<file path="src/rtl/jt49_wrsched.sv">
// jt49_wrsched
// Write scheduler in front of the JT49 BDIR/BC1 bus wrapper. Two independent
// requesters (A, B) post register writes. The writes are round-robin arbitrated
// into a FIFO and replayed on the PSG bus as address-latch / write-data cycles.
//
// Ports
//   clk, rst_n              system clock, synchronous active-low reset
//   a_req/a_addr/a_data     port A write request (payload stable while a_req=1)
//   a_ack                   one-cycle pulse, port A entry accepted
//   b_req/b_addr/b_data     port B write request
//   b_ack                   one-cycle pulse, port B entry accepted
//   bdir, bc1, bus_dout     PSG bus outputs (registered)
//   busy                    FIFO non-empty or bus FSM active
//   full                    FIFO holds DEPTH entries
//   level                   FIFO occupancy, 0..DEPTH
module jt49_wrsched #(
    parameter int DEPTH = 4,
    parameter int HOLD  = 2
) (
    input  logic                     clk,
    input  logic                     rst_n,
    input  logic                     a_req,
    input  logic [3:0]               a_addr,
    input  logic [7:0]               a_data,
    output logic                     a_ack,
    input  logic                     b_req,
    input  logic [3:0]               b_addr,
    input  logic [7:0]               b_data,
    output logic                     b_ack,
    output logic                     bdir,
    output logic                     bc1,
    output logic [7:0]               bus_dout,
    output logic                     busy,
    output logic                     full,
    output logic [$clog2(DEPTH):0]   level
);

    localparam int PW = $clog2(DEPTH);
    localparam int CW = (HOLD > 1) ? $clog2(HOLD) : 1;
    localparam logic [CW-1:0] HOLD_LAST = CW'(HOLD - 1);
    localparam logic [PW:0]   DEPTH_L   = (PW+1)'(DEPTH);

    localparam logic [2:0] ST_IDLE  = 3'd0;
    localparam logic [2:0] ST_LATCH = 3'd1;
    localparam logic [2:0] ST_GAP1  = 3'd2;
    localparam logic [2:0] ST_WRITE = 3'd3;
    localparam logic [2:0] ST_GAP2  = 3'd4;

    logic [11:0]    mem [DEPTH];
    logic [PW-1:0]  wr_ptr;
    logic [PW-1:0]  rd_ptr;
    logic [PW:0]    count;
    logic [11:0]    head;
    logic           empty;
    logic           pop;
    logic           room;
    logic           a_elig;
    logic           b_elig;
    logic           grant_a;
    logic           grant_b;
    logic           push;
    logic [11:0]    push_word;
    logic           prio_b;
    logic [2:0]     state;
    logic [CW-1:0]  hold_cnt;
    logic [7:0]     work_data;

    assign head  = mem[rd_ptr];
    assign empty = (count == '0);
    assign full  = (count == DEPTH_L);
    assign level = count;
    assign busy  = !empty || (state != ST_IDLE);

    // The FSM only pops when it is about to start a new bus write.
    assign pop = !empty && ((state == ST_IDLE) || (state == ST_GAP2));

    // A pop in the same cycle frees a slot, so a full FIFO can still accept.
    assign room   = !full || pop;
    assign a_elig = a_req && !a_ack && room;
    assign b_elig = b_req && !b_ack && room;

    // prio_b set means B was not granted last and wins a tie.
    assign grant_a   = a_elig && (!b_elig || !prio_b);
    assign grant_b   = b_elig && (!a_elig ||  prio_b);
    assign push      = grant_a || grant_b;
    assign push_word = grant_a ? {a_addr, a_data} : {b_addr, b_data};

    // Arbiter and FIFO control
    always_ff @(posedge clk) begin
        if (!rst_n) begin
            a_ack  <= 1'b0;
            b_ack  <= 1'b0;
            prio_b <= 1'b0;
            wr_ptr <= '0;
            rd_ptr <= '0;
            count  <= '0;
        end else begin
            a_ack <= grant_a;
            b_ack <= grant_b;
            if (grant_a) begin
                prio_b <= 1'b1;
            end else if (grant_b) begin
                prio_b <= 1'b0;
            end
            if (push) begin
                wr_ptr <= wr_ptr + 1'b1;
            end
            if (pop) begin
                rd_ptr <= rd_ptr + 1'b1;
            end
            case ({push, pop})
                2'b10:   count <= count + 1'b1;
                2'b01:   count <= count - 1'b1;
                default: count <= count;
            endcase
        end
    end

    // FIFO storage and the popped data byte carry no reset
    always_ff @(posedge clk) begin
        if (push) begin
            mem[wr_ptr] <= push_word;
        end
        if (pop) begin
            work_data <= head[7:0];
        end
    end

    // Bus FSM: LATCH(HOLD) -> GAP1 -> WRITE(HOLD) -> GAP2, outputs registered
    always_ff @(posedge clk) begin
        if (!rst_n) begin
            state    <= ST_IDLE;
            hold_cnt <= '0;
            bdir     <= 1'b0;
            bc1      <= 1'b0;
            bus_dout <= 8'h00;
        end else begin
            case (state)
                ST_IDLE, ST_GAP2: begin
                    if (!empty) begin
                        state    <= ST_LATCH;
                        hold_cnt <= '0;
                        bdir     <= 1'b1;
                        bc1      <= 1'b1;
                        bus_dout <= {4'h0, head[11:8]};
                    end else begin
                        state    <= ST_IDLE;
                        bdir     <= 1'b0;
                        bc1      <= 1'b0;
                    end
                end
                ST_LATCH: begin
                    if (hold_cnt == HOLD_LAST) begin
                        state <= ST_GAP1;
                        bdir  <= 1'b0;
                        bc1   <= 1'b0;
                    end else begin
                        hold_cnt <= hold_cnt + 1'b1;
                    end
                end
                ST_GAP1: begin
                    state    <= ST_WRITE;
                    hold_cnt <= '0;
                    bdir     <= 1'b1;
                    bc1      <= 1'b0;
                    bus_dout <= work_data;
                end
                ST_WRITE: begin
                    if (hold_cnt == HOLD_LAST) begin
                        state <= ST_GAP2;
                        bdir  <= 1'b0;
                        bc1   <= 1'b0;
                    end else begin
                        hold_cnt <= hold_cnt + 1'b1;
                    end
                end
                default: begin
                    state <= ST_IDLE;
                    bdir  <= 1'b0;
                    bc1   <= 1'b0;
                end
            endcase
        end
    end

endmodule

</file>
<file path="config.mk">
export PLATFORM = sky130hd
export DESIGN_NAME = jt49_wrsched
export DESIGN_NICKNAME = d
export VERILOG_FILES = /design/src/rtl/jt49_wrsched.sv
export SDC_FILE = /design/constraint.sdc
export NUM_CORES = 1
export LEC_CHECK = 0
export BUFFER_PORTS_ARGS = -buffer_cell sky130_fd_sc_hd__buf_4
export CORE_ASPECT_RATIO = 0.6
export CORE_MARGIN = 5
export CORE_UTILIZATION = 49
export CTS_CLUSTER_DIAMETER = 60
export DETAILED_ROUTE_END_ITERATION = 10
export GPL_ROUTABILITY_DRIVEN = 0
export PLACE_DENSITY = 0.76
export SLEW_MARGIN = 20
export SYNTH_ARGS = -nofsm -noshare
export SYNTH_HDL_FRONTEND = slang
export SYNTH_SLANG_ARGS = --single-unit
</file>
<file path="constraint.sdc">
create_clock -name clk -period 3.45 [get_ports clk]
set_input_delay 0.345 -clock clk [delete_from_list [all_inputs] [get_ports clk]]
set_output_delay 0.345 -clock clk [all_outputs]
set_load 0.02 [all_outputs]
</file>
==> impl.org <==
** Worst setup path
- STA classifies the critical path startpoint as a flop.
- Setup slack on the worst reg-to-reg path comes out at 0.80 ns.
- STA puts the critical path data arrival time at 2.91 ns.
- Number of cell instances on the worst register-to-register path :: 8
- Crit path largest cell delay :: 0.44 ns
- Worst Path Required :: 3.71 ns
- The worst register-to-register path ends at level[2].
- Endpoint kind of the worst setup timing path :: flop
- Worst-path cell chain :: or2_2 -> a22oi_2 -> inv_1 -> ha_1 -> fa_1 -> xnor2_1 -> or3_2 -> a21oi_1
- The worst register-to-register path begins at state[0].
- Critical path start-end classification :: reg2reg
- Cell with the largest stage delay on the worst path :: sky130_fd_sc_hd__or2_2
- Top fanout value on the critical path :: 13

** Floorplan
- The initialized floorplan defines 23 standard-cell rows.
- Die width :: 117 um
- Die Height :: 74.4 um
- The initial utilization of the core area, before any placement, comes to 50.4%.
- Number of I/O pins :: 45
- Placeable core region :: 6710 um^2
- The die covers between 8000 and 9000 um^2.

** Synth
- Count of flip-flops with a built-in enable after synthesis :: 56
- Synth Flop Type :: sky130_fd_sc_hd__edfxtp_1
- Yosys printed 0 warnings.
- Post-Synthesis Cells :: 220
- Share of async-settable or async-resettable flops after synthesis :: 0%
- In this run, synthesis produced a sequential element count of around 80.
- Post-synthesis average cell area :: around 15 um^2
- Counting distinct cell types in the post-synthesis netlist gives 42.
- Sequential area share after synthesis :: 65.1%
- Post-Synthesis Cell Area :: 3380 um^2
- Counting every net in the synthesized netlist gives 254.

** Finish
- Once layout is complete, the cells apart from fillers number ~360.
- The top cell types in the final layout, fill and taps aside, are sky130_fd_sc_hd__edfxtp_1 (56), sky130_fd_sc_hd__buf_4 (46), sky130_fd_sc_hd__dfxtp_1 (26).
- Fill cells in the final layout number 492.
- Antenna cells :: 0
- Fraction of layout instances using a drive strength above 1 :: 34.3%
- Number of nets in the layout :: 300
- Leaving out fill and tap cells, the most frequent cell in the layout is sky130_fd_sc_hd__edfxtp_1.
- From synthesis to final layout, the design area changed by 19.5%.

** Global routing
- Total global routing track utilization :: 15.9%
- Antenna violations before repair :: 0
- Wire length of the first global-routing pass :: roughly 9.7 mm
- Largest net degree at the start of global routing :: 17
- Via count of the first global-routing pass :: approximately 1.9k
- For this run the aggregate overflow at the end of global routing stands at 0.

** Route
- Final wirelength :: 6.27 mm
- Post-detailed-route DRC marker count :: 0
- Vias :: about 1.9k
- TritonRoute pass-1 iters :: 4
- The detailed router finished its first iteration with between 100 and 150 violations.
- After detailed routing, the number of vias per cell comes to 5.41.
- Average wire length per cell after detail routing :: 17.5 um
- The count of nets left with antenna violations once routing finished came out at 0.

** Clock tree
- Worst-path clk slew :: 0.06 ns
- Gates resized during post-CTS repair numbered 0.
- TritonCTS created 9 clock buffers.
- Post-CTS timing repair inserted 0 buffers for setup.
- TritonCTS built the clock tree.
- Clock tree synthesis found a total of 82 sinks.
- Hold bufs inserted after CTS :: 0
- The H-tree was split into 3 levels.
- In this run the deepest clock path goes through 2 buffers.
- The clock reaches the later pin of the worst-skew pair after 0.33 ns.
- The tree is rooted in a sky130_fd_sc_hd__clkbuf_16.

** Worst hold path
- The worst hold path terminates at b_ack.
- Number of instances on the worst hold path :: 3
- Worst hold path type :: in2reg
- Worst Min Path Start :: b_req

** STA
- In this run the tightest slew margin relative to its limit is 44.8%.
- Setup repair after global routing left no endpoint under its margin.
- Final number of hold-violating endpoints :: 0
- For the pin with the worst max-slew slack, the measured transition is 0.828 ns.
- Summed over all failing endpoints, the final setup total negative slack is 0 ns.
- Of the available clock period, the critical path in the final layout requires 76.7%.
- Setup violations remaining at the end of the flow were counted as 0.
- Peak Freq :: between 0.3 and 0.4 GHz
- The max-slew violation count is 0.
- Clock tree skew after final layout :: roughly 0.0038 ns
- The worst path needs 2.65 ns of the cycle, external delays included.

** Power and ir drop
- Across the VDD grid, the largest voltage drop is 0.464 mV.
- In this run the static leakage power is 0.00151 uW.
- Power Dens Cells :: 791 nW/um^2
- Power comes to 3200 uW.

** Placed design
- In this run, placement finished with an instance count of 342.
- The HPWL after detailed placement is 4.20 mm.
- In this run the tool buffered the top-level ports with 44 buffer cells.

** Run
- Count of maximum capacitance violations :: 0

** Run status
- The run finished with clean final reports.
==> per-stage QoR <==
step	util (%)	area [um^2]	hold WS [ns]	setup WS, ns
floorplan	-	3380	0.449	0.872
global placement	56.2	3770	0.459	0.900
detailed placement	56.2	3770	0.484	0.835
CTS	60.3	4040	0.330	0.823
global route	60.3	4040	0.336	0.694
finish	60.3	4040	0.333	0.804
==> Yosys cell counts, types with 2 or more instances <==
cell type	number	share of area, %
sky130_fd_sc_hd__ha_1	5	1.8
sky130_fd_sc_hd__mux2i_1	5	1.5
sky130_fd_sc_hd__a21oi_1	8	1.2
sky130_fd_sc_hd__buf_4	2	0.44
sky130_fd_sc_hd__xor2_1	2	0.52
sky130_fd_sc_hd__a31oi_1	4	0.74
sky130_fd_sc_hd__edfxtp_1	56	50
sky130_fd_sc_hd__o21ai_0	11	1.6
sky130_fd_sc_hd__nor2_1	9	1.0
sky130_fd_sc_hd__nand3_1	7	1.0
sky130_fd_sc_hd__mux2_4	9	4.0
sky130_fd_sc_hd__nor3b_1	2	0.44
sky130_fd_sc_hd__nand2_1	12	1.3
sky130_fd_sc_hd__o211ai_1	4	0.89
sky130_fd_sc_hd__inv_1	7	0.78
sky130_fd_sc_hd__clkbuf_1	6	0.67
sky130_fd_sc_hd__or3_2	2	0.44
sky130_fd_sc_hd__mux4_2	12	8.0
sky130_fd_sc_hd__dfxtp_1	26	15
sky130_fd_sc_hd__nand2b_1	4	0.74
sky130_fd_sc_hd__and2_1	4	0.74
sky130_fd_sc_hd__mux2_2	3	1.0
==> per-layer routing <==
metal | track usage [%] | part of all wire, % | vias to the layer above
li1 | - | - | 926
met1 | 20.7 | 45 | 954
met2 | 24.6 | 47 | 46
met3 | 5.45 | 5.4 | 9
met4 | 6.87 | 1.6 | 0
met5 | 0 | 0 | -
==> cells by family (layout without fill, tap and decap cells) <==
logic type                 Yosys count  in the layout  synth area share, %
DFF                                 82             82                 65.1
and+or+nand+nor                     48             48                 7.58
AOI/OAI and AO/OA                   34             34                 6.88
muxes                               29             29                 14.5
buffers and inverters               18             69                 2.74
adders and majority gates            6              6                 2.44
xor gates and xnor gates             3              3                0.777
==> registers in the layout, summed over array words and instances, names as in the netlist, 2 cells and up, named ones only <==
signal and cells:
bus_dout 8, wr_ptr 2, work_data 8, state 3, level 3, mem 48, rd_ptr 2
==> worst max-delay path, delay by kind of cell, from the launching register on <==
family,cells,cell delay (ns)
buf+inv,1,0.09
flops,1,0.38
compound gates,2,0.50
simple gates,2,0.84
fa+ha+maj,2,0.61
xor+xnor,1,0.14
==> layout make-up <==
cell class	count	area, um^2	share of cell area, %
sequential	82	2200	54.5
multi-input combinational	120	1090	26.9
timing repair buffer	46	345	8.54
clock buffer	11	243	6.00
tap	87	109	2.69
clock inverter	5	30.0	0.743
inverter	7	26.3	0.650
==> how the worst max path moves through the flow <==
| stage | from | end |
|---|---|---|
| 5_1_grt | state[1] | level[2] |
| 4_1_cts | state[0] | level[2] |
| 3_5_place_dp | state[0] | level[2] |
| 2_1_floorplan | level[0] | level[2] |
| 6_report | state[0] | level[2] |
| 3_3_place_gp | state[0] | level[2] |
==> where the power goes <==
| group | total [uW] | switching [uW] | internal (uW) |
|---|---|---|---|
| sequential | 1460 | 143 | 1320 |
| clock | 855 | 353 | 502 |
| combinational | 880 | 480 | 400 |
| total | 3200 | 977 | 2220 |
Power figures use the tool's default switching activity.
